[src/rtl/alu_issue_wb_if.sv]
// Request, ALU drive and writeback signals of the ALU issue/writeback sequencer.
// The sequencer takes the slave view; the register-file/ALU side takes master.
interface alu_issue_wb_if;
    logic        req_valid;
    logic        req_ready;
    logic [4:0]  req_opcode;
    logic [31:0] req_a;
    logic [31:0] req_b;
    logic [3:0]  req_rd;
    logic [31:0] alu_ry;
    logic [31:0] alu_rb;
    logic [4:0]  alu_opcode;
    logic [63:0] alu_c;
    logic        wb_valid;
    logic        wb_ready;
    logic [31:0] wb_data;
    logic [1:0]  wb_dest;
    logic [3:0]  wb_rd;
    logic        busy;
    logic        illegal;

    modport slave (
        input  req_valid, req_opcode, req_a, req_b, req_rd,
        input  alu_c, wb_ready,
        output req_ready, alu_ry, alu_rb, alu_opcode,
        output wb_valid, wb_data, wb_dest, wb_rd, busy, illegal
    );

    modport master (
        output req_valid, req_opcode, req_a, req_b, req_rd,
        output alu_c, wb_ready,
        input  req_ready, alu_ry, alu_rb, alu_opcode,
        input  wb_valid, wb_data, wb_dest, wb_rd, busy, illegal
    );
endinterface

[src/rtl/alu_issue_wb.sv]
// Issues one ALU operation at a time, waits its latency, captures the 64-bit
// result into Z and returns it as one beat (or LO/HI beats for mul/div).
module alu_issue_wb #(
    parameter int unsigned ALU_LAT = 1,
    parameter int unsigned MUL_LAT = 4,
    parameter int unsigned DIV_LAT = 8
) (
    input logic          clock,
    input logic          clear,
    alu_issue_wb_if.slave bus
);
    typedef enum logic [1:0] {
        S_IDLE,
        S_EXEC,
        S_WB0,
        S_WB1
    } state_t;

    localparam logic [4:0] OP_MUL = 5'b01111;
    localparam logic [4:0] OP_DIV = 5'b10000;

    state_t      r_state;
    logic [15:0] r_cnt;
    logic [63:0] r_z;
    logic        r_two;
    logic [31:0] r_ry;
    logic [31:0] r_rb;
    logic [4:0]  r_op;
    logic [3:0]  r_rd;
    logic        r_illegal;

    logic        w_accept;
    logic        w_legal;
    logic        w_two;
    logic [15:0] w_lat;

    assign w_accept = bus.req_valid & (r_state == S_IDLE);

    always_comb begin
        w_legal = 1'b0;
        w_two   = 1'b0;
        w_lat   = 16'(ALU_LAT - 1);
        case (bus.req_opcode)
            5'b00011, 5'b00100, 5'b00101, 5'b00110,
            5'b00111, 5'b01000, 5'b01001, 5'b01010,
            5'b01100, 5'b10001, 5'b10010: w_legal = 1'b1;
            OP_MUL: begin
                w_legal = 1'b1;
                w_two   = 1'b1;
                w_lat   = 16'(MUL_LAT - 1);
            end
            OP_DIV: begin
                w_legal = 1'b1;
                w_two   = 1'b1;
                w_lat   = 16'(DIV_LAT - 1);
            end
            default: w_legal = 1'b0;
        endcase
    end

    always_ff @(posedge clock or negedge clear) begin
        if (!clear) begin
            r_state   <= S_IDLE;
            r_cnt     <= '0;
            r_z       <= '0;
            r_two     <= 1'b0;
            r_ry      <= '0;
            r_rb      <= '0;
            r_op      <= '0;
            r_rd      <= '0;
            r_illegal <= 1'b0;
        end else begin
            r_illegal <= 1'b0;
            case (r_state)
                S_IDLE: begin
                    if (w_accept) begin
                        if (w_legal) begin
                            r_ry    <= bus.req_a;
                            r_rb    <= bus.req_b;
                            r_op    <= bus.req_opcode;
                            r_rd    <= bus.req_rd;
                            r_two   <= w_two;
                            r_cnt   <= w_lat;
                            r_state <= S_EXEC;
                        end else begin
                            r_illegal <= 1'b1;
                        end
                    end
                end
                S_EXEC: begin
                    if (r_cnt != 16'd0) begin
                        r_cnt <= r_cnt - 16'd1;
                    end else begin
                        r_z     <= bus.alu_c;
                        r_state <= S_WB0;
                    end
                end
                S_WB0: begin
                    if (bus.wb_ready) begin
                        r_state <= r_two ? S_WB1 : S_IDLE;
                    end
                end
                S_WB1: begin
                    if (bus.wb_ready) begin
                        r_state <= S_IDLE;
                    end
                end
                default: r_state <= S_IDLE;
            endcase
        end
    end

    // Beat data comes straight from Z, so it cannot move under backpressure.
    assign bus.req_ready  = (r_state == S_IDLE);
    assign bus.busy       = (r_state != S_IDLE);
    assign bus.wb_valid   = (r_state == S_WB0) | (r_state == S_WB1);
    assign bus.wb_data    = (r_state == S_WB1) ? r_z[63:32] : r_z[31:0];
    assign bus.wb_dest    = (r_state == S_WB1) ? 2'b10 :
                            ((r_state == S_WB0) & r_two) ? 2'b01 : 2'b00;
    assign bus.wb_rd      = r_rd;
    assign bus.alu_ry     = r_ry;
    assign bus.alu_rb     = r_rb;
    assign bus.alu_opcode = r_op;
    assign bus.illegal    = r_illegal;
endmodule
[src/flat_wrapper.sv]
// flat-port wrapper written by rule: the top's interface ports become plain ports
module alu_issue_wb_flat 
#(
    parameter int unsigned ALU_LAT = 1,
    parameter int unsigned MUL_LAT = 4,
    parameter int unsigned DIV_LAT = 8
)
  (clock, clear, bus_req_valid, bus_req_opcode, bus_req_a, bus_req_b, bus_req_rd, bus_alu_c, bus_wb_ready, bus_req_ready, bus_alu_ry, bus_alu_rb, bus_alu_opcode, bus_wb_valid, bus_wb_data, bus_wb_dest, bus_wb_rd, bus_busy, bus_illegal);
  alu_issue_wb_if bus_i ();
  input logic clock;
  input logic clear;
  input wire logic [$bits(bus_i.req_valid)-1:0] bus_req_valid;
  input wire logic [$bits(bus_i.req_opcode)-1:0] bus_req_opcode;
  input wire logic [$bits(bus_i.req_a)-1:0] bus_req_a;
  input wire logic [$bits(bus_i.req_b)-1:0] bus_req_b;
  input wire logic [$bits(bus_i.req_rd)-1:0] bus_req_rd;
  input wire logic [$bits(bus_i.alu_c)-1:0] bus_alu_c;
  input wire logic [$bits(bus_i.wb_ready)-1:0] bus_wb_ready;
  output wire logic [$bits(bus_i.req_ready)-1:0] bus_req_ready;
  output wire logic [$bits(bus_i.alu_ry)-1:0] bus_alu_ry;
  output wire logic [$bits(bus_i.alu_rb)-1:0] bus_alu_rb;
  output wire logic [$bits(bus_i.alu_opcode)-1:0] bus_alu_opcode;
  output wire logic [$bits(bus_i.wb_valid)-1:0] bus_wb_valid;
  output wire logic [$bits(bus_i.wb_data)-1:0] bus_wb_data;
  output wire logic [$bits(bus_i.wb_dest)-1:0] bus_wb_dest;
  output wire logic [$bits(bus_i.wb_rd)-1:0] bus_wb_rd;
  output wire logic [$bits(bus_i.busy)-1:0] bus_busy;
  output wire logic [$bits(bus_i.illegal)-1:0] bus_illegal;
  assign bus_i.req_valid = bus_req_valid;
  assign bus_i.req_opcode = bus_req_opcode;
  assign bus_i.req_a = bus_req_a;
  assign bus_i.req_b = bus_req_b;
  assign bus_i.req_rd = bus_req_rd;
  assign bus_i.alu_c = bus_alu_c;
  assign bus_i.wb_ready = bus_wb_ready;
  assign bus_req_ready = bus_i.req_ready;
  assign bus_alu_ry = bus_i.alu_ry;
  assign bus_alu_rb = bus_i.alu_rb;
  assign bus_alu_opcode = bus_i.alu_opcode;
  assign bus_wb_valid = bus_i.wb_valid;
  assign bus_wb_data = bus_i.wb_data;
  assign bus_wb_dest = bus_i.wb_dest;
  assign bus_wb_rd = bus_i.wb_rd;
  assign bus_busy = bus_i.busy;
  assign bus_illegal = bus_i.illegal;
  alu_issue_wb #(.ALU_LAT(ALU_LAT), .MUL_LAT(MUL_LAT), .DIV_LAT(DIV_LAT)) u_core (.clock(clock), .clear(clear), .bus(bus_i));
endmodule
[config.mk]
export PLATFORM = sky130hd
export DESIGN_NAME = alu_issue_wb_flat
export DESIGN_NICKNAME = d
export VERILOG_FILES = /design/src/rtl/alu_issue_wb_if.sv /design/src/rtl/alu_issue_wb.sv /design/src/flat_wrapper.sv
export SDC_FILE = /design/constraint.sdc
export NUM_CORES = 1
export LEC_CHECK = 0
export CAP_MARGIN = 20
export CORE_MARGIN = 5
export CORE_UTILIZATION = 44
export DETAILED_ROUTE_END_ITERATION = 12
export GPL_TIMING_DRIVEN = 1
export PLACE_DENSITY = 0.9
export SYNTH_ARGS = -nofsm -noshare
export SYNTH_HDL_FRONTEND = slang
export SYNTH_SLANG_ARGS = --single-unit
[constraint.sdc]
create_clock -name clock -period 2.8 [get_ports clock]
set_input_delay 0.42 -clock clock [delete_from_list [all_inputs] [get_ports clock]]
set_output_delay 0.42 -clock clock [all_outputs]
set_load 0.02 [all_outputs]
==> flow_summary.ini, run 1 <==
[status]
outcome = completed

[synthesis]
gate_count_of_the_mapped_netlist = 613
asyncSetResetFlopFracSynth_pct = 100
synth_area_leader_cell = dfrtp_1
synth_cell_type_count = 47
synth.ff_latch_count = 157
synth_largest_type_area_fraction_pct = 58.7
syn_avg_cell_area_um2 = 10.9
xor_xnor_share_of_the_synthesized_area_pct = 1.31
synth_compound_area_share_pct = 2.99
netlist_area_pre_place_um2 = 6690
synth_edf_count = 0
muxShareOfSynthArea_pct = 16.3
synth_top_cells_by_count = nand2_1 (222), dfrtp_1 (157), mux2_1 (64), mux2_2 (32), clkbuf_1 (20)
netlist_top_cells_area = dfrtp_1 (59%), nand2_1 (12%), mux2_1 (11%), mux2_2 (5.4%), xor2_1 (1.3%)
synth_nets = 756
synth-seq-area-share_pct = 58.7
synth_simple_gate_area_share_pct = 17.3
synthAdderAreaFrac_pct = 0.374
synth-main-ff-cell = dfrtp_1
post-synth-top-count-cell = nand2_1
synthesis_warning_total = 0
synth_top_family_by_area = simple AND/OR/NAND/NOR gates

[routing]
remaining_drc_errors = 0
detail_route.iter0.violations = 197
via_count = 5361
drt_wl_total_um = 17800
number_of_optimization_iterations_in_the_first_detailed_route_pass = 4
post_drt_via_cell_ratio = 5.04
postRouteAntennaNets = 0
post_drt_wl_per_cell_um = 16.7

[floorplanning]
initial_core_util_pct = 44.5
die_width_um = 133
top_level_ports = 252
std_cell_rows = 45
die-area_um2 = 17800
coreArea_um2 = 15000
die_y_um = 133

[timing]
max_slew.worst_pin.slew_ps = 651
worst_clock_skew_ps = 10.1
maxClockFrequency_mhz = 381
fin_crit_sh_pct = 93.7
setup_viol = 0
hold_viol = 0
final.min_clock_period_ps = 2620
finalHoldWorstSlack_ps = 475
rsz_0062_raised_after_global_routing = no
worst_relative_slew_slack_pct = 56.6
setup_tns_ps = 0
timing_max_transition_violations_final = 0

[setup_path]
critPathRequiredTime_ps = 2380
critical_path_arrival_ps = 2200
crit_start = u_core.r_state[1]$_DFFE_PN0P_
timing.critical_path.cells = nand2_1 > buf_12 > mux2_2 > clkdlybuf4s50_1
timing.critical_path.fanout_max = 33
timing.critical_path.to_type = output port
critical_path_slowest_stage_cell = clkdlybuf4s50_1
start_kind = flop
critical_path.n_buffers_inverters = 2
setup.worst_path.class = flop to output port
timing.critical_path.slowest_cell_delay_ps = 570
timing.rr.start = u_core.r_cnt[2]$_DFFE_PN0P_
path_delay_family = buffers and inverters

[clock_network]
cts.sink_count = 157
clock_latency_on_the_worst_skew_pair_ps = 420
cts_resized = 0
count_of_buffers_added_by_post_cts_timing_repair_for_setup = 0
cts.htree.levels = 4
clock_tree.buffer_depth = 2
clk_root_buffer_cell = clkbuf_16
cts-buffers-inserted = 17
cts_tree = yes
clkSlewWorstSetupHoldPaths_ps = 70

[power]
max_vdd_drop_v = 0.000650
totalPowerFinal_mw = 10.4
power_per_cell_area_nw_per_um2 = 1030
power.leakage_nw = 4.79

[worst_hold_path]
min_from = u_core.bus.alu_rb[14]$_DFFE_PN0P_
min_path_type = flop to flop

[global_routing]
grt_antenna_before_repair = 0
via_count_of_the_first_global_routing_pass = 5506
grt_start_max_net_pins = 65
overflow = 0
overall_track_demand_over_capacity_in_global_routing_pct = 20.0
wire_length_of_the_first_global_routing_pass_um = 28400

[finish]
layout-drive-gt1-share_pct = 9.37
layout-area-overhead-vs-synth_pct = 50.5
final_nets = 1005
layout.cells.non_filler = 1063
diodes = 0
postLayoutCellArea_um2 = 10100

[placement]
finalWeightedCongestion = 0.803
placed_cells_incl_taps = 1030
dpl_cell_area_um2 = 9450
port_buffers = 251
hpwlAfterDp_um = 12800

[job]
cap_violations = 0
-- final timing paths --
check	to	slack (ps)	depth (start not counted)
min in group asynchronous	u_core.r_z[41]$_DFFE_PN0P_	540	2
hold reg to reg	u_core.bus.alu_rb[14]$_DFFE_PN0P_	480	2
max in group asynchronous	u_core.r_z[13]$_DFFE_PN0P_	1580	3
hold / removal	u_core.bus.alu_rb[14]$_DFFE_PN0P_	480	2
setup / recovery	bus_wb_data[24]	180	4
setup reg to reg	u_core.r_z[13]$_DFFE_PN0P_	300	5
-- metrics by stage --
step	utilization, %	setup slack, ps
6_report	67.0	176
2_1_floorplan	-	512
3_5_place_dp	62.8	120
4_1_cts	67.0	156
5_1_grt	67.0	58.4
3_3_place_gp	62.8	300
-- timing repair --
| action | in CTS | in global routing |
|---|---|---|
| endpoints found under the setup margin | 0 | 0 |
| hold buffers | 1 | 0 |
| hold endpoints to repair | 42 | 0 |
-- cells in the final DEF, fill, tap and decap left out, drive strengths merged, types with 3 or more instances in the layout --
master / n
nand2b: 3
inv: 15
a21oi: 6
nor3: 8
nor2: 16
o211ai: 3
nand4: 4
nand3: 3
mux2: 96
or4: 3
xor2: 10
nand2: 222
o21ai: 5
nor4: 3
clkinv: 3
buf: 13
clkdlybuf4s50: 250
and2: 4
dfrtp: 157
clkbuf: 18
nor2b: 4
-- power breakdown --
part	leakage [nW]	internal [mW]	switching, mW
logic	2.47	2.08	2.21
clock network	0.298	1.37	1.02
registers	2.02	3.16	0.542
total	4.79	6.61	3.78
-- cell families (layout without fill, tap and decap cells) --
| family | count (synthesis) | in the layout |
|---|---|---|
| fa+ha+maj | 2 | 2 |
| xor+xnor | 10 | 10 |
| simple gates | 277 | 277 |
| compound gates | 29 | 29 |
| buf+inv | 41 | 303 |
| flops | 157 | 157 |
| mux | 97 | 97 |
-- layout make-up --
type | instances | area [um^2]
Fill cell | 1101 | 4970
Sequential cell | 157 | 3930
Timing Repair Buffer | 264 | 2690
Multi-Input combinational cell | 415 | 2580
Clock buffer | 18 | 439
Tap cell | 188 | 235
Clock inverter | 14 | 171
Inverter | 7 | 26.3
-- worst reg2reg max path, stage by stage (launching register included) --
cell	delay (ps)
dfrtp_1	430
or3_4	420
or4_1	570
nor3_4	320
buf_12	260
mux2_1	380
-- flip-flops by register name (all words and copies together) (netlist names) --
name and count:
u_core.r_z 64, u_core.bus.alu_opcode 5, u_core.r_two 1, u_core.bus.illegal 1, u_core.bus.alu_ry 32, u_core.bus.wb_rd 4, u_core.bus.alu_rb 32, u_core.r_cnt 16
u_core.r_state 2
-- routing by layer --
metal / wire, um / vias up / global-route usage, % / share of wire (%)
li1: - / 2517 / - / -
met1: 7280 / 2616 / 23.9 / 41
met2: 8510 / 202 / 32.5 / 48
met3: 1680 / 26 / 9.29 / 9.4
met4: 325 / 0 / 6.11 / 1.8
met5: 0 / - / 0 / 0
Power figures use the tool's default switching activity.
==> inputs of run 2 (changes only) <==
--- a/config.mk
+++ b/config.mk
@@ -6,11 +6,12 @@
 export NUM_CORES = 1
 export LEC_CHECK = 0
 export CAP_MARGIN = 20
-export CORE_MARGIN = 5
+export CORE_MARGIN = 1.5
 export CORE_UTILIZATION = 44
 export DETAILED_ROUTE_END_ITERATION = 12
 export GPL_TIMING_DRIVEN = 1
 export PLACE_DENSITY = 0.9
+export SKIP_CTS_REPAIR_TIMING = 1
 export SYNTH_ARGS = -nofsm -noshare
 export SYNTH_HDL_FRONTEND = slang
 export SYNTH_SLANG_ARGS = --single-unit
==> flow_summary.ini, run 2 (synthesis results as in run 1) <==
[routing]
remaining_drc_errors = 0
number_of_optimization_iterations_in_the_first_detailed_route_pass = 4
via_count = 5317
post_drt_via_cell_ratio = 5.04
postRouteAntennaNets = 0
detail_route.iter0.violations = 277
post_drt_wl_per_cell_um = 16.3
drt_wl_total_um = 17200

[clock_network]
cts.sink_count = 157
clock_latency_on_the_worst_skew_pair_ps = 420
clkSlewWorstSetupHoldPaths_ps = 60
cts.htree.levels = 4
clk_root_buffer_cell = clkbuf_16
clock_tree.buffer_depth = 2
cts-buffers-inserted = 17
cts_tree = yes

[finish]
largest_register = u_core.r_z
most-common-layout-cells = clkdlybuf4s50_1 (250), nand2_1 (222), dfrtp_1 (157)
layout-area-overhead-vs-synth_pct = 50.2
layout.cells.most_common = clkdlybuf4s50_1
layout.filler_cells = 1018
multi_input_area_um2 = 2580
register_area_um2 = 3930
diodes = 0
layout.cells.non_filler = 1056
largest_register_ff_count = 64
final_nets = 1002
layout-drive-gt1-share_pct = 9.17

[timing]
setup_viol = 0
worst_relative_slew_slack_pct = 54.6
timing_max_transition_violations_final = 0
rsz_0062_raised_after_global_routing = no
max_slew.worst_pin.slew_ps = 680
hold_viol = 0
setup_tns_ps = 0
worst_clock_skew_ps = 8.80
final.min_clock_period_ps = 2610
maxClockFrequency_mhz = 383
fin_crit_sh_pct = 93.2

[setup_path]
critical_path_slowest_stage_cell = clkdlybuf4s50_1
ff2ff_path_depth = 5
timing.critical_path.cells = nand2_1 > buf_12 > mux2_2 > clkdlybuf4s50_1
path_delay_family = buffers and inverters
critical_path_arrival_ps = 2190
timing.critical_path.to_type = output port
timing.rr.start = u_core.r_cnt[2]$_DFFE_PN0P_
rrSetupSlack_ps = 280
critPathRequiredTime_ps = 2380
start_kind = flop
timing.critical_path.slowest_cell_delay_ps = 550
setup.worst_path.class = flop to output port
critical_path.n_buffers_inverters = 2
timing.critical_path.fanout_max = 33
timing.rr.end = u_core.r_z[3]$_DFFE_PN0P_

[floorplanning]
die_width_um = 126
die-area_um2 = 16000
initial_core_util_pct = 45.5
coreArea_um2 = 14700
top_level_ports = 252
std_cell_rows = 44
die_y_um = 126

[power]
max_vdd_drop_v = 0.000785
power_per_cell_area_nw_per_um2 = 1040
power.leakage_nw = 4.78

[global_routing]
globalRouteMet2Util_pct = 38.0
globalRoute.busiestLayer = met2
overall_track_demand_over_capacity_in_global_routing_pct = 22.5
grt.met3_usage_pct = 9.62
wire_length_of_the_first_global_routing_pass_um = 28000
overflow = 0
grtUsageMet1_pct = 25.9
via_count_of_the_first_global_routing_pass = 5576
grt_antenna_before_repair = 0
grt_start_max_net_pins = 74

[placement]
port_buffers = 251
finalWeightedCongestion = 0.786
hpwlAfterDp_um = 12100
placed_cells_incl_taps = 1024

[status]
outcome = completed

[job]
cap_violations = 0

[worst_hold_path]
min_path_type = input pin to async pin
run 2: report_power, final:
| part | internal [mW] | switching, mW |
|---|---|---|
| clock | 1.48 | 0.935 |
| sequential | 3.16 | 0.548 |
| combinational | 2.08 | 2.20 |
run 2: how the worst max path moves through the flow:
stage                                        startpoint                    endpoint  slack [ps]  cells after the start
after floorplan             u_core.r_cnt[2]$_DFFE_PN0P_  u_core.r_z[14]$_DFFE_PN0P_         510                      7
after global placement      u_core.r_cnt[2]$_DFFE_PN0P_   u_core.r_z[0]$_DFFE_PN0P_         360                      5
after detailed placement    u_core.r_cnt[2]$_DFFE_PN0P_  u_core.r_z[29]$_DFFE_PN0P_         290                      5
after CTS                 u_core.r_state[1]$_DFFE_PN0P_              bus_wb_data[2]         150                      4
after global routing      u_core.r_state[1]$_DFFE_PN0P_             bus_wb_data[11]          90                      4
final                     u_core.r_state[1]$_DFFE_PN0P_             bus_wb_data[17]         190                      4
run 2: metrics by stage:
| stage | hold slack, ps | worst slack, ps | power [mW] | util, % | cell area, um^2 |
|---|---|---|---|---|---|
| 2_1_floorplan | 124 | 512 | 5.91 | - | 6690 |
| 3_3_place_gp | 457 | 358 | 7.86 | 64.1 | 9430 |
| 3_5_place_dp | 461 | 294 | 8.02 | 64.1 | 9430 |
| 4_1_cts | 35.9 | 151 | 10.5 | 68.4 | 10100 |
| 5_1_grt | 44.6 | 90.9 | 11.0 | 68.4 | 10100 |
| 6_report | 5.99 | 191 | 10.4 | 68.4 | 10100 |
run 2: final cells by class:
type / instances / area share [%]
sequential: 157 / 39.1
timing repair buffer: 261 / 26.5
multi-input combinational: 415 / 25.6
clock buffer: 20 / 4.64
tap: 184 / 2.29
clock inverter: 12 / 1.58
inverter: 7 / 0.261
run 2: routing by layer:
metal	routed length, um	vias to the layer above	part of all wire [%]
met5	0	-	0
met4	286	0	1.7
met3	1730	19	10
met2	8350	219	49
met1	6800	2568	40
li1	-	2511	-
run 2: worst reg2reg max path: stages (launching register included):
cell	delay [ps]
dfrtp_1	420
or3_4	420
or4_1	570
nor3_4	250
buf_12	320
mux2_1	430
==> inputs of run 3 (changes only) <==
--- a/config.mk
+++ b/config.mk
@@ -6,11 +6,14 @@
 export NUM_CORES = 1
 export LEC_CHECK = 0
 export CAP_MARGIN = 20
+export CELL_PAD_IN_SITES_DETAIL_PLACEMENT = 0
+export CELL_PAD_IN_SITES_GLOBAL_PLACEMENT = 1
 export CORE_MARGIN = 1.5
-export CORE_UTILIZATION = 44
+export CORE_UTILIZATION = 33
+export CTS_CLUSTER_DIAMETER = 60
 export DETAILED_ROUTE_END_ITERATION = 12
 export GPL_TIMING_DRIVEN = 1
-export PLACE_DENSITY = 0.9
+export PLACE_DENSITY = 0.89
 export SKIP_CTS_REPAIR_TIMING = 1
 export SYNTH_ARGS = -nofsm -noshare
 export SYNTH_HDL_FRONTEND = slang
==> flow_summary.ini, run 3 (synthesis results as in run 1) <==
[power]
power.share.clock_pct = 22.2
switchingPower_mw = 3.66
totalPowerFinal_mw = 10.2
sw_frac_of_total_pct = 36.0
max_vdd_drop_v = 0.000453
power.share.sequential_pct = 36.1
comb_power_share_pct = 41.7
internal-power_mw = 6.51
power_per_cell_area_nw_per_um2 = 1010
power.leakage_nw = 4.75

[global_routing]
overflow = 0
via_count_of_the_first_global_routing_pass = 5394
grt_antenna_before_repair = 0
overall_track_demand_over_capacity_in_global_routing_pct = 16.4
wire_length_of_the_first_global_routing_pass_um = 27900
grt_start_max_net_pins = 74

[placement]
finalWeightedCongestion = 0.772
port_buffers = 251
hpwlAfterDp_um = 11800
dpl_worst_slack_ps = 289

[finish]
largest_register_ff_count = 64
layout.cells.most_common = clkdlybuf4s50_1
largest_register = u_core.r_z
layout-drive-gt1-share_pct = 9.15
utilization_pct = 51.4
layout-area-overhead-vs-synth_pct = 50.9
diodes = 0
final_nets = 1004
most-common-layout-cells = clkdlybuf4s50_1 (250), nand2_1 (222), dfrtp_1 (157)

[routing]
via_count = 5253
post_drt_wl_per_cell_um = 14.9
post_drt_via_cell_ratio = 4.61
number_of_optimization_iterations_in_the_first_detailed_route_pass = 4
detail_route.iter0.violations = 206
remaining_drc_errors = 0
postRouteAntennaNets = 0
drt_wl_total_um = 17000

[timing]
worst_relative_slew_slack_pct = 57.8
setup_tns_ps = 0
fin_crit_sh_pct = 96.2
fin_ws_ps = 105
rsz_0062_raised_after_global_routing = no
hold_viol = 12
final.min_clock_period_ps = 2690
maxClockFrequency_mhz = 371
setup_viol = 0
finalHoldWorstSlack_ps = -20.7
max_slew.worst_pin.slew_ps = 632
worst_clock_skew_ps = 10.1
timing_max_transition_violations_final = 0

[floorplanning]
die-area_um2 = 21100
std_cell_rows = 51
top_level_ports = 252
initial_core_util_pct = 34.0
die_width_um = 145
die_y_um = 145
coreArea_um2 = 19700

[setup_path]
critPathRequiredTime_ps = 2380
ff2ff_path_depth = 5
critical_path_slowest_stage_cell = clkdlybuf4s50_1
timing.critical_path.fanout_max = 24
timing.rr.end = u_core.r_z[60]$_DFFE_PN0P_
timing.critical_path.slowest_cell_delay_ps = 560
critical_path_arrival_ps = 2270
setup.worst_path.class = flop to output port
timing.critical_path.cells = nand2_1 > buf_4 > mux2_2 > clkdlybuf4s50_1
start_kind = flop
rrSetupSlack_ps = 290
timing.critical_path.to_type = output port
timing.rr.start = u_core.r_cnt[2]$_DFFE_PN0P_

[clock_network]
clk_root_buffer_cell = clkbuf_16
cts.htree.levels = 4
cts-buffers-inserted = 17
cts.sink_count = 157
cts_tree = yes
clkSlewWorstSetupHoldPaths_ps = 70
clock_latency_on_the_worst_skew_pair_ps = 410
clock_tree.buffer_depth = 2

[status]
violations_in_the_final_reports = negative hold slack
outcome = finished, violations left

[worst_hold_path]
min_path_type = input pin to async pin

[job]
cap_violations = 0
## run 3: changes by cell type in the layout (fill, tap and decap cells not counted)
| cell | previous run | this run |
|---|---|---|
| inv_6 | 2 | 0 |
| buf_12 | 6 | 4 |
| inv_8 | 0 | 4 |
| clkbuf_1 | 0 | 2 |
| clkbuf_8 | 3 | 1 |
| bufinv_16 | 3 | 1 |
| buf_4 | 4 | 8 |
| clkinvlp_4 | 2 | 4 |
| clkinv_2 | 2 | 0 |
## run 3: layout make-up
cell class / instances / area, um^2
tap: 265 / 332
multi-input combinational: 415 / 2580
timing repair buffer: 263 / 2650
fill: 1829 / 9560
sequential: 157 / 3930
inverter: 7 / 26.3
clock inverter: 12 / 131
clock buffer: 20 / 447
## run 3: critical path: cells and delay by family (launching register included)
family	cells	cell delay (ps)
buffers and inverters	2	900
multiplexers	1	380
flip-flops	1	460
AND/OR/NAND/NOR	1	110
## run 3: worst max path at each step
| stage | from | endpoint | depth (start not counted) | slack (ps) |
|---|---|---|---|---|
| after detailed placement | u_core.r_cnt[2]$_DFFE_PN0P_ | u_core.r_z[44]$_DFFE_PN0P_ | 5 | 290 |
| final | u_core.r_state[0]$_DFFE_PN0P_ | bus_wb_data[4] | 4 | 110 |
| after floorplan | u_core.r_cnt[2]$_DFFE_PN0P_ | u_core.r_z[14]$_DFFE_PN0P_ | 7 | 510 |
| after global placement | u_core.r_cnt[2]$_DFFE_PN0P_ | u_core.r_z[19]$_DFFE_PN0P_ | 5 | 350 |
| after global routing | u_core.r_state[0]$_DFFE_PN0P_ | bus_wb_data[10] | 4 | 10 |
| after CTS | u_core.r_state[0]$_DFFE_PN0P_ | bus_wb_data[4] | 4 | 80 |
## run 3: power by group through the flow
stage                     clock (mW)  combinational (mW)  sequential (mW)
final                           2.26                4.24             3.67
after floorplan                    0                1.69             4.22
after detailed placement           0                4.28             3.70
after CTS                       2.33                4.30             3.68
after global routing            2.42                4.60             3.78
after global placement             0                4.22             3.67
## run 3: per-stage QoR
stage	cells	hold slack [ps]	area (um^2)
detailed placement	1107	461	9520
finish	1139	-20.7	10100
global placement	1107	456	9520
CTS	1139	12.7	10100
global route	1139	16.9	10100
floorplan	613	124	6690
## run 3: routing by layer
metal  wire length (um)  share of wire, %  vias to the layer above  GRT usage [%]
met3               1620               9.5                       11           7.52
met5                  0                 0                        -              0
met4                198               1.2                        0           4.08
met2               7740                46                      191           26.3
met1               7440                44                     2540           20.1
li1                   -                 -                     2511              -
